==> src/rtl/uart_tx_result.sv <==
// uart_tx_result: multi-byte 8N1 UART transmitter, least-significant byte first.
// Define UART_TX_PARITY_EN to append an even-parity bit after data bit 7 of every frame.
`timescale 1ns/1ps
module uart_tx_result #(
   parameter int CLKS_PER_BIT = 500,
   parameter int DATA_BYTES   = 3
) (
   input  logic                    clk,
   input  logic                    reset,
   input  logic                    start,
   input  logic [8*DATA_BYTES-1:0] data,
   output logic                    busy,
   output logic                    done,
   output logic                    tx
);
   localparam int BW = CLKS_PER_BIT > 1 ? $clog2(CLKS_PER_BIT) : 1;
   localparam int YW = DATA_BYTES > 1 ? $clog2(DATA_BYTES) : 1;
   localparam logic [BW-1:0] BAUD_LAST = BW'(CLKS_PER_BIT - 1);
   localparam logic [YW-1:0] BYTE_LAST = YW'(DATA_BYTES - 1);
`ifdef UART_TX_PARITY_EN
   typedef enum logic [2:0] {IDLE, START, DATA, PARITY, STOP} state_t;
`else
   typedef enum logic [1:0] {IDLE, START, DATA, STOP} state_t;
`endif
   state_t state_q, state_d;
   logic [BW-1:0] baud_q, baud_d;
   logic [2:0] bit_q, bit_d;
   logic [YW-1:0] byte_q, byte_d;
   logic [8*DATA_BYTES-1:0] shift_q, shift_d;
   logic [7:0] cur_d;
   logic tx_q, tx_d, busy_q, done_q, done_d, tick;
   assign tick = baud_q == BAUD_LAST;
   assign tx   = tx_q;
   assign busy = busy_q;
   assign done = done_q;
   always_comb begin
      state_d = state_q;
      baud_d  = (state_q == IDLE || tick) ? '0 : baud_q + 1'b1;
      bit_d   = bit_q;
      byte_d  = byte_q;
      shift_d = shift_q;
      done_d  = 1'b0;
      case (state_q)
         IDLE: if (start) begin
            shift_d = data;
            byte_d  = '0;
            state_d = START;
         end
         START: if (tick) begin
            bit_d   = '0;
            state_d = DATA;
         end
         DATA: if (tick) begin
            bit_d = bit_q + 3'd1;
`ifdef UART_TX_PARITY_EN
            if (bit_q == 3'd7) state_d = PARITY;
`else
            if (bit_q == 3'd7) state_d = STOP;
`endif
         end
`ifdef UART_TX_PARITY_EN
         PARITY: if (tick) state_d = STOP;
`endif
         STOP: if (tick) begin
            if (byte_q != BYTE_LAST) begin
               byte_d  = byte_q + 1'b1;
               shift_d = shift_q >> 8;
               state_d = START;
            end else begin
               done_d  = 1'b1;
               state_d = IDLE;
            end
         end
         default: state_d = IDLE;
      endcase
      // tx is computed from the next state so the registered line changes on the bit boundary itself
      cur_d = shift_d[7:0];
`ifdef UART_TX_PARITY_EN
      tx_d = state_d == START ? 1'b0 : state_d == DATA ? cur_d[bit_d] : state_d == PARITY ? ^cur_d : 1'b1;
`else
      tx_d = state_d == START ? 1'b0 : state_d == DATA ? cur_d[bit_d] : 1'b1;
`endif
   end
   always_ff @(posedge clk or posedge reset) begin
      if (reset) begin
         state_q <= IDLE;
         baud_q  <= '0;
         bit_q   <= '0;
         byte_q  <= '0;
         shift_q <= '0;
         tx_q    <= 1'b1;
         busy_q  <= 1'b0;
         done_q  <= 1'b0;
      end else begin
         state_q <= state_d;
         baud_q  <= baud_d;
         bit_q   <= bit_d;
         byte_q  <= byte_d;
         shift_q <= shift_d;
         tx_q    <= tx_d;
         busy_q  <= state_d != IDLE;
         done_q  <= done_d;
      end
   end
endmodule

==> config.mk <==
export PLATFORM = sky130hd
export DESIGN_NAME = uart_tx_result
export DESIGN_NICKNAME = d
export VERILOG_FILES = /design/src/rtl/uart_tx_result.sv
export SDC_FILE = /design/constraint.sdc
export NUM_CORES = 1
export LEC_CHECK = 0
export ABC_AREA = 1
export CAP_MARGIN = 10
export CORE_MARGIN = 2
export CORE_UTILIZATION = 29
export CTS_CLUSTER_DIAMETER = 150
export DETAILED_ROUTE_END_ITERATION = 16
export SYNTH_ARGS = -nofsm -noshare
export SYNTH_HDL_FRONTEND = slang
export SYNTH_SLANG_ARGS = --single-unit
export TNS_END_PERCENT = 10
==> constraint.sdc <==
create_clock -name clk -period 3.3 [get_ports clk]
set_input_delay 0.66 -clock clk [delete_from_list [all_inputs] [get_ports clk]]
set_output_delay 0.66 -clock clk [all_outputs]
set_load 0.005 [all_outputs]
=== After elaboration in Yosys (flattened, before gate mapping) ===
Cells that the tools add are included.

* Add/sub/neg operators: 3
* Order comparisons: 1
* Equality and inequality tests: 11
* Mux-type cells: 26
* Reductions and logical operators: 5

{| class="wikitable"
|+ Operator list
! cell !! number
|-
| $mux 24 || 3
|-
| $pmux 24 s2 || 1
|-
| $mux 2 || 8
|-
| $add 9x1->9 const B || 1
|-
| $eq 9x9->1 const B || 1
|-
| $mux 9 || 1
|-
| $ne 2x2->1 const B || 4
|-
| $pmux 2 s4 || 1
|-
| $mux 1 || 7
|-
| $eq 2x2->1 const B || 3
|-
| $mux 3 || 2
|-
| $pmux 3 s2 || 1
|-
| $eq 2x1->1 const B || 2
|-
| $lt 3x4->1 const B || 1
|-
| $pmux 2 s2 || 1
|-
| $reduce_and 4->1 || 1
|-
| $reduce_bool 2->1 || 2
|-
| $add 3x1->3 const B || 1
|-
| $bmux 1 s3 || 1
|-
| $eq 3x3->1 const B || 1
|-
| $add 2x1->2 const B || 1
|-
| $logic_not 2->1 || 1
|-
| $logic_or 1x1->1 || 1
|}

* Flip-flop bits (word level): 43
* Input bits: 27
* Output and inout port bits: 3
* Word-level logic and storage cells: 55

=== Longest topological paths before layout ===
* Depth after elaboration: 8
* Mapped depth: 17
* Gate-level depth less buffers: 17

=== Worst setup path after synthesis ===
No wires, ideal clock.

* Path type: register to register
* From: register baud_q[0]
* To: register tx_q (netlist: tx)
* Setup time: 0.058 ns
* Arrival: 2.044 ns
* Data required time: 3.242 ns
* Setup slack: 1.198 ns
* Cell stages (with the launch flop): 17
* Path buffers: 0
* Clock period less this slack: 2.102 ns
* Path through: dfrtp_1 > ha_1 > nand2_2 > nor2_8 > nand2_4 > ha_1 > o21ai_0 > nand2_1 > o21ai_1 > inv_1 > nand4_1 > nand3_1 > nand2_1 > nand2_1 > nand3_1 > nand2_1 > inv_1

* Longest elaborated chain between the ends: 7
* Elaborated cells between the ends (all ways): 16
* Those cells by class: 3 x eq/ne; 13 x mux

{| class="wikitable"
|+ RTL lines
! what !! RTL line !! source
|-
| start: declaration || 26 || <nowiki>logic [BW-1:0] baud_q, baud_d;</nowiki>
|-
| start signal: assignment || 96 || <nowiki>baud_q <= baud_d;</nowiki>
|-
| $eq 9x9->1 (*) || 32 || <nowiki>assign tick = baud_q == BAUD_LAST;</nowiki>
|-
| $mux 3 (on tied branches) || 53, 49 ||
|-
| $pmux 3 s2 (*) || 43 || <nowiki>case (state_q)</nowiki>
|-
| net bit_d[0] || 27 || <nowiki>logic [2:0] bit_q, bit_d;</nowiki>
|-
| $bmux 1 s3 (*) || 81 || <nowiki>tx_d = state_d == START ? 1'b0 : state_d == DATA ? cur_d[bit_d] : 1'b1;</nowiki>
|-
| $mux 1 (not written as such) (*) || 81 ||
|-
| $mux 1 (*) (2 in series) || 81 ||
|-
| net tx_d || 31 || <nowiki>logic tx_q, tx_d, busy_q, done_q, done_d, tick;</nowiki>
|-
| end signal: assignment || 100 || <nowiki>tx_q <= tx_d;</nowiki>
|-
| end: declaration || 31 ||
|}

Mark *: on every way through the listed nets, which the timed path passes. The rest lies on a longest branch. The select of a mux whose other input is x is not followed.
A chain may end at the register's enable or synchronous reset.

=== Final worst setup path ===
* From: register state_q[0]
* To: register shift_q[12]

* Longest elaborated chain between the ends: 3
* Elaborated cells between the ends (all ways): 8
* Those cells by class: 4 x eq/ne; 1 x mux; 3 x reduce/logical

{| class="wikitable"
|+ RTL lines
! what !! RTL line !! source
|-
| start: declaration || 25 || <nowiki>state_t state_q, state_d;</nowiki>
|-
| start signal: assignment || 95 || <nowiki>state_q <= state_d;</nowiki>
|-
| $eq 2x2->1 / $logic_not 2->1 (equally long branches) || 43 ||
|-
| $ne 2x2->1 (no source line) / $reduce_bool 2->1 (equally long branches) || n/a ||
|-
| $reduce_and 4->1 (no source line) || n/a ||
|-
| end signal: assignment || 99 || <nowiki>shift_q <= shift_d;</nowiki>
|-
| end: declaration || 29 || <nowiki>logic [8*DATA_BYTES-1:0] shift_q, shift_d;</nowiki>
|}

Several ways; a longest one is shown, not always the timed one.

==> flow_summary.ini <==
[outcome]
run_status = complete, no violations

[routing]
drt-pass1-iter-count = 4
num_vias = 2093
detail_route.wl_per_cell_um = 11.9
drt_iter0_markers = 114
drc = 0
vias_per_cell = 4.63
ant_nets = 0
wirelength_um = 5390

[place]
place_hpwl_um = 4180
dp_cells = 444
count_of_port_buffers_added_during_placement = 29
globalplace.congestion = 0.817
placed_cell_area_um2 = 2910

[clock_network]
clkLatencyLatePin_ns = 0.29
cts_tree = yes
root_buf_cell = sky130_fd_sc_hd__clkbuf_8
cts.hold.buffers_added = 0
clock_sink_count = 43
cts.htree.levels = 2
numCtsBuffers = 5
clock_path_buffers = 2
postcts_resize_cnt = 0
cts_post_setup_buffers_inserted = 0
worst_setup_hold_path_clk_slew_ns = 0.09

[power]
max-vdd-ir-drop_mv = 0.169
total_power_divided_by_cell_area_nw_per_um2 = 326
power.static_leakage_nw = 1.47

[floorplanning]
die_width_um = 97.1
fp.dieArea_um2 = 9430
fp.coreArea_um2 = 8300
design.portCount = 30
floorplan.die.height_um = 97.1
initial_core_util = 0.303
placement_rows = 33

[timing]
max_slew_margin = 0.639
rsz0062_at_grt = no
timing.final.setup_violations = 0
layout_worst_path_cycle_share = 0.858
setup_tns_ns = 0
worstMarginPinSlew_ns = 0.542
finalWorstPathRequiredPeriod_ns = 2.83
report.final.hold_viol_count = 0
fmax_mhz = 353
setup_skew_after_layout_ns = 0.00465
drv_slew = 0

[synthesis]
synthTopCellsByArea = sky130_fd_sc_hd__dfrtp_1, sky130_fd_sc_hd__nand3_1, sky130_fd_sc_hd__nand2_1, sky130_fd_sc_hd__inv_1, sky130_fd_sc_hd__ha_1
synth.yosys.seq_area_share = 0.429
synthesis.area_per_instance_um2 = 8.01
cell_type_with_the_highest_aggregate_area_in_the_netlist = sky130_fd_sc_hd__dfrtp_1
yosysWarnings = 0
post-synth-top-area-fraction = 0.418
post_synth_inst_count = 314
area_of_the_mapped_netlist_um2 = 2510
post_synth_net_total = 351
synthDistinctLibCells = 29
synth_seq_cells = 43

[cells_and_area]
finish.net_count = 383
drive_above_1_share = 0.104
area.growth.synth_to_final_pct = 20.3
stdcell_area_um2 = 3020
antenna_cells = 0
fin_cells = 452

[critical_path]
cp_cell_sequence = inv_1 > ha_1 > inv_1 > nand2_1 > a21oi_1 > nand2_1 > clkinv_1 > nand2_1 > o221ai_1
crit_slowest_cell = sky130_fd_sc_hd__ha_1
critPathMostFrequentCell = sky130_fd_sc_hd__nand2_1
critical_path.max_stage_delay_ns = 0.50
timing.critical_path.buf_inv = 3
worstPathMaxFanout = 17
cpLargestDelayFamily = buffers and inverters
worst-endpoint-arrival_ns = 3.00
critPathCaptureType = flip-flop
path_class = flip-flop to flip-flop
crit_path_start_kind = flip-flop
worst_ep_required_time_ns = 3.46

[global_route]
grt_pass1_wl_um = 9450
globalRoute.totalOverflow = 0
antenna_found_initial = 0
grt_max_degree = 44
grt_util_all_layers = 0.121
number_of_global_route_vias_before_repair = 2010

[min_path]
hold_path.class = flip-flop to flip-flop

[flow_run]
maxCapViolations = 0
## cell type report
type                       count  area (µm²)
clock inverter                 3        46.3
sequential                    43        1080
inverter                      56         210
tap                          105         131
multi-input combinational    208        1180
fill                         877        5280
clock buffer                   5        68.8
timing repair buffer          32         313
## power breakdown
group | switching (mW) | internal [mW] | total (mW)
sequential | 0 | 0.526 | 0.526
clock | 0.189 | 0.228 | 0.418
combinational | 0.0153 | 0.0277 | 0.0431
## per-layer routing
metal | GRT usage | share of wire | vias up
li1 | - | - | 1082
met1 | 0.174 | 0.51 | 968
met2 | 0.189 | 0.45 | 41
met3 | 0.0245 | 0.040 | 2
met4 | 0.0260 | 0.0035 | 0
met5 | 0 | 0 | -
## placed cells by master (no fill, tap or decap), drive strengths merged, types with 3 or more instances in the layout
cell	n
o211ai	3
dfrtp	42
nor3b	4
a21oi	6
nor3	4
inv	56
ha	10
nand3	46
clkbuf	5
nand4	10
o221ai	5
nand2	73
nor2	25
clkdlybuf4s50	29
o21ai	19
buf	3
## sequential cells by signal, indices dropped and copies added (netlist names)
signal / count
baud_q: 9
bit_q: 3
busy: 1
byte_q: 2
done: 1
shift_q: 24
state_q: 2
tx: 1
## final timing paths
path                             from          end  slack [ns]  cells after the start
max in group asynchronous       reset           tx        2.13                      3
min in group asynchronous       reset  shift_q[22]        0.79                      3
max                        state_q[0]  shift_q[12]        0.47                      9
max reg2reg                state_q[0]  shift_q[12]        0.47                      9
min reg2reg                 baud_q[0]    baud_q[0]        0.46                      1
min                         baud_q[0]    baud_q[0]        0.46                      1
## through the flow
stage               power [mW]  utilization  hold WS (ns)  worst slack, ns
CTS                       1.01        0.364         0.468            0.461
global route              1.03        0.364         0.481            0.127
finish                   0.987        0.364         0.462            0.469
floorplan                0.545            -         0.433             1.20
global placement         0.582        0.350         0.448            0.626
detailed placement       0.581        0.350         0.456            0.467
## cells in the mapped netlist
master and n:
sky130_fd_sc_hd__nand3b_1 1, sky130_fd_sc_hd__o31ai_1 1, sky130_fd_sc_hd__nor3b_1 4, sky130_fd_sc_hd__clkinv_1 1, sky130_fd_sc_hd__nand4_1 10, sky130_fd_sc_hd__buf_1 1
sky130_fd_sc_hd__dfstp_2 1, sky130_fd_sc_hd__a21oi_1 6, sky130_fd_sc_hd__buf_2 2, sky130_fd_sc_hd__nand2_4 3, sky130_fd_sc_hd__dfrtp_1 42, sky130_fd_sc_hd__o21ai_0 16
sky130_fd_sc_hd__nand2_2 11, sky130_fd_sc_hd__inv_1 52, sky130_fd_sc_hd__o211ai_1 3, sky130_fd_sc_hd__nor2_1 19, sky130_fd_sc_hd__clkbuf_8 1, sky130_fd_sc_hd__buf_4 3
sky130_fd_sc_hd__nand2_1 59, sky130_fd_sc_hd__nor2_8 2, sky130_fd_sc_hd__o221ai_1 5, sky130_fd_sc_hd__o21ai_1 3, sky130_fd_sc_hd__nor2_4 4, sky130_fd_sc_hd__nand3_1 45
sky130_fd_sc_hd__inv_2 3, sky130_fd_sc_hd__xor2_1 1, sky130_fd_sc_hd__ha_1 10, sky130_fd_sc_hd__nor3_1 4, sky130_fd_sc_hd__nand3_4 1
## logic make-up (layout without fill, tap and decap cells)
kind of cell / count (synthesis) / in the layout / share of synthesized area
fa+ha+maj: 10 / 10 / 0.0498
xor+xnor: 1 / 1 / 0.00348
simple gates: 163 / 163 / 0.335
flops: 43 / 43 / 0.429
compound gates: 34 / 34 / 0.0791
buf+inv: 63 / 96 / 0.104
No activity file was read; power rests on OpenSTA's default activity.
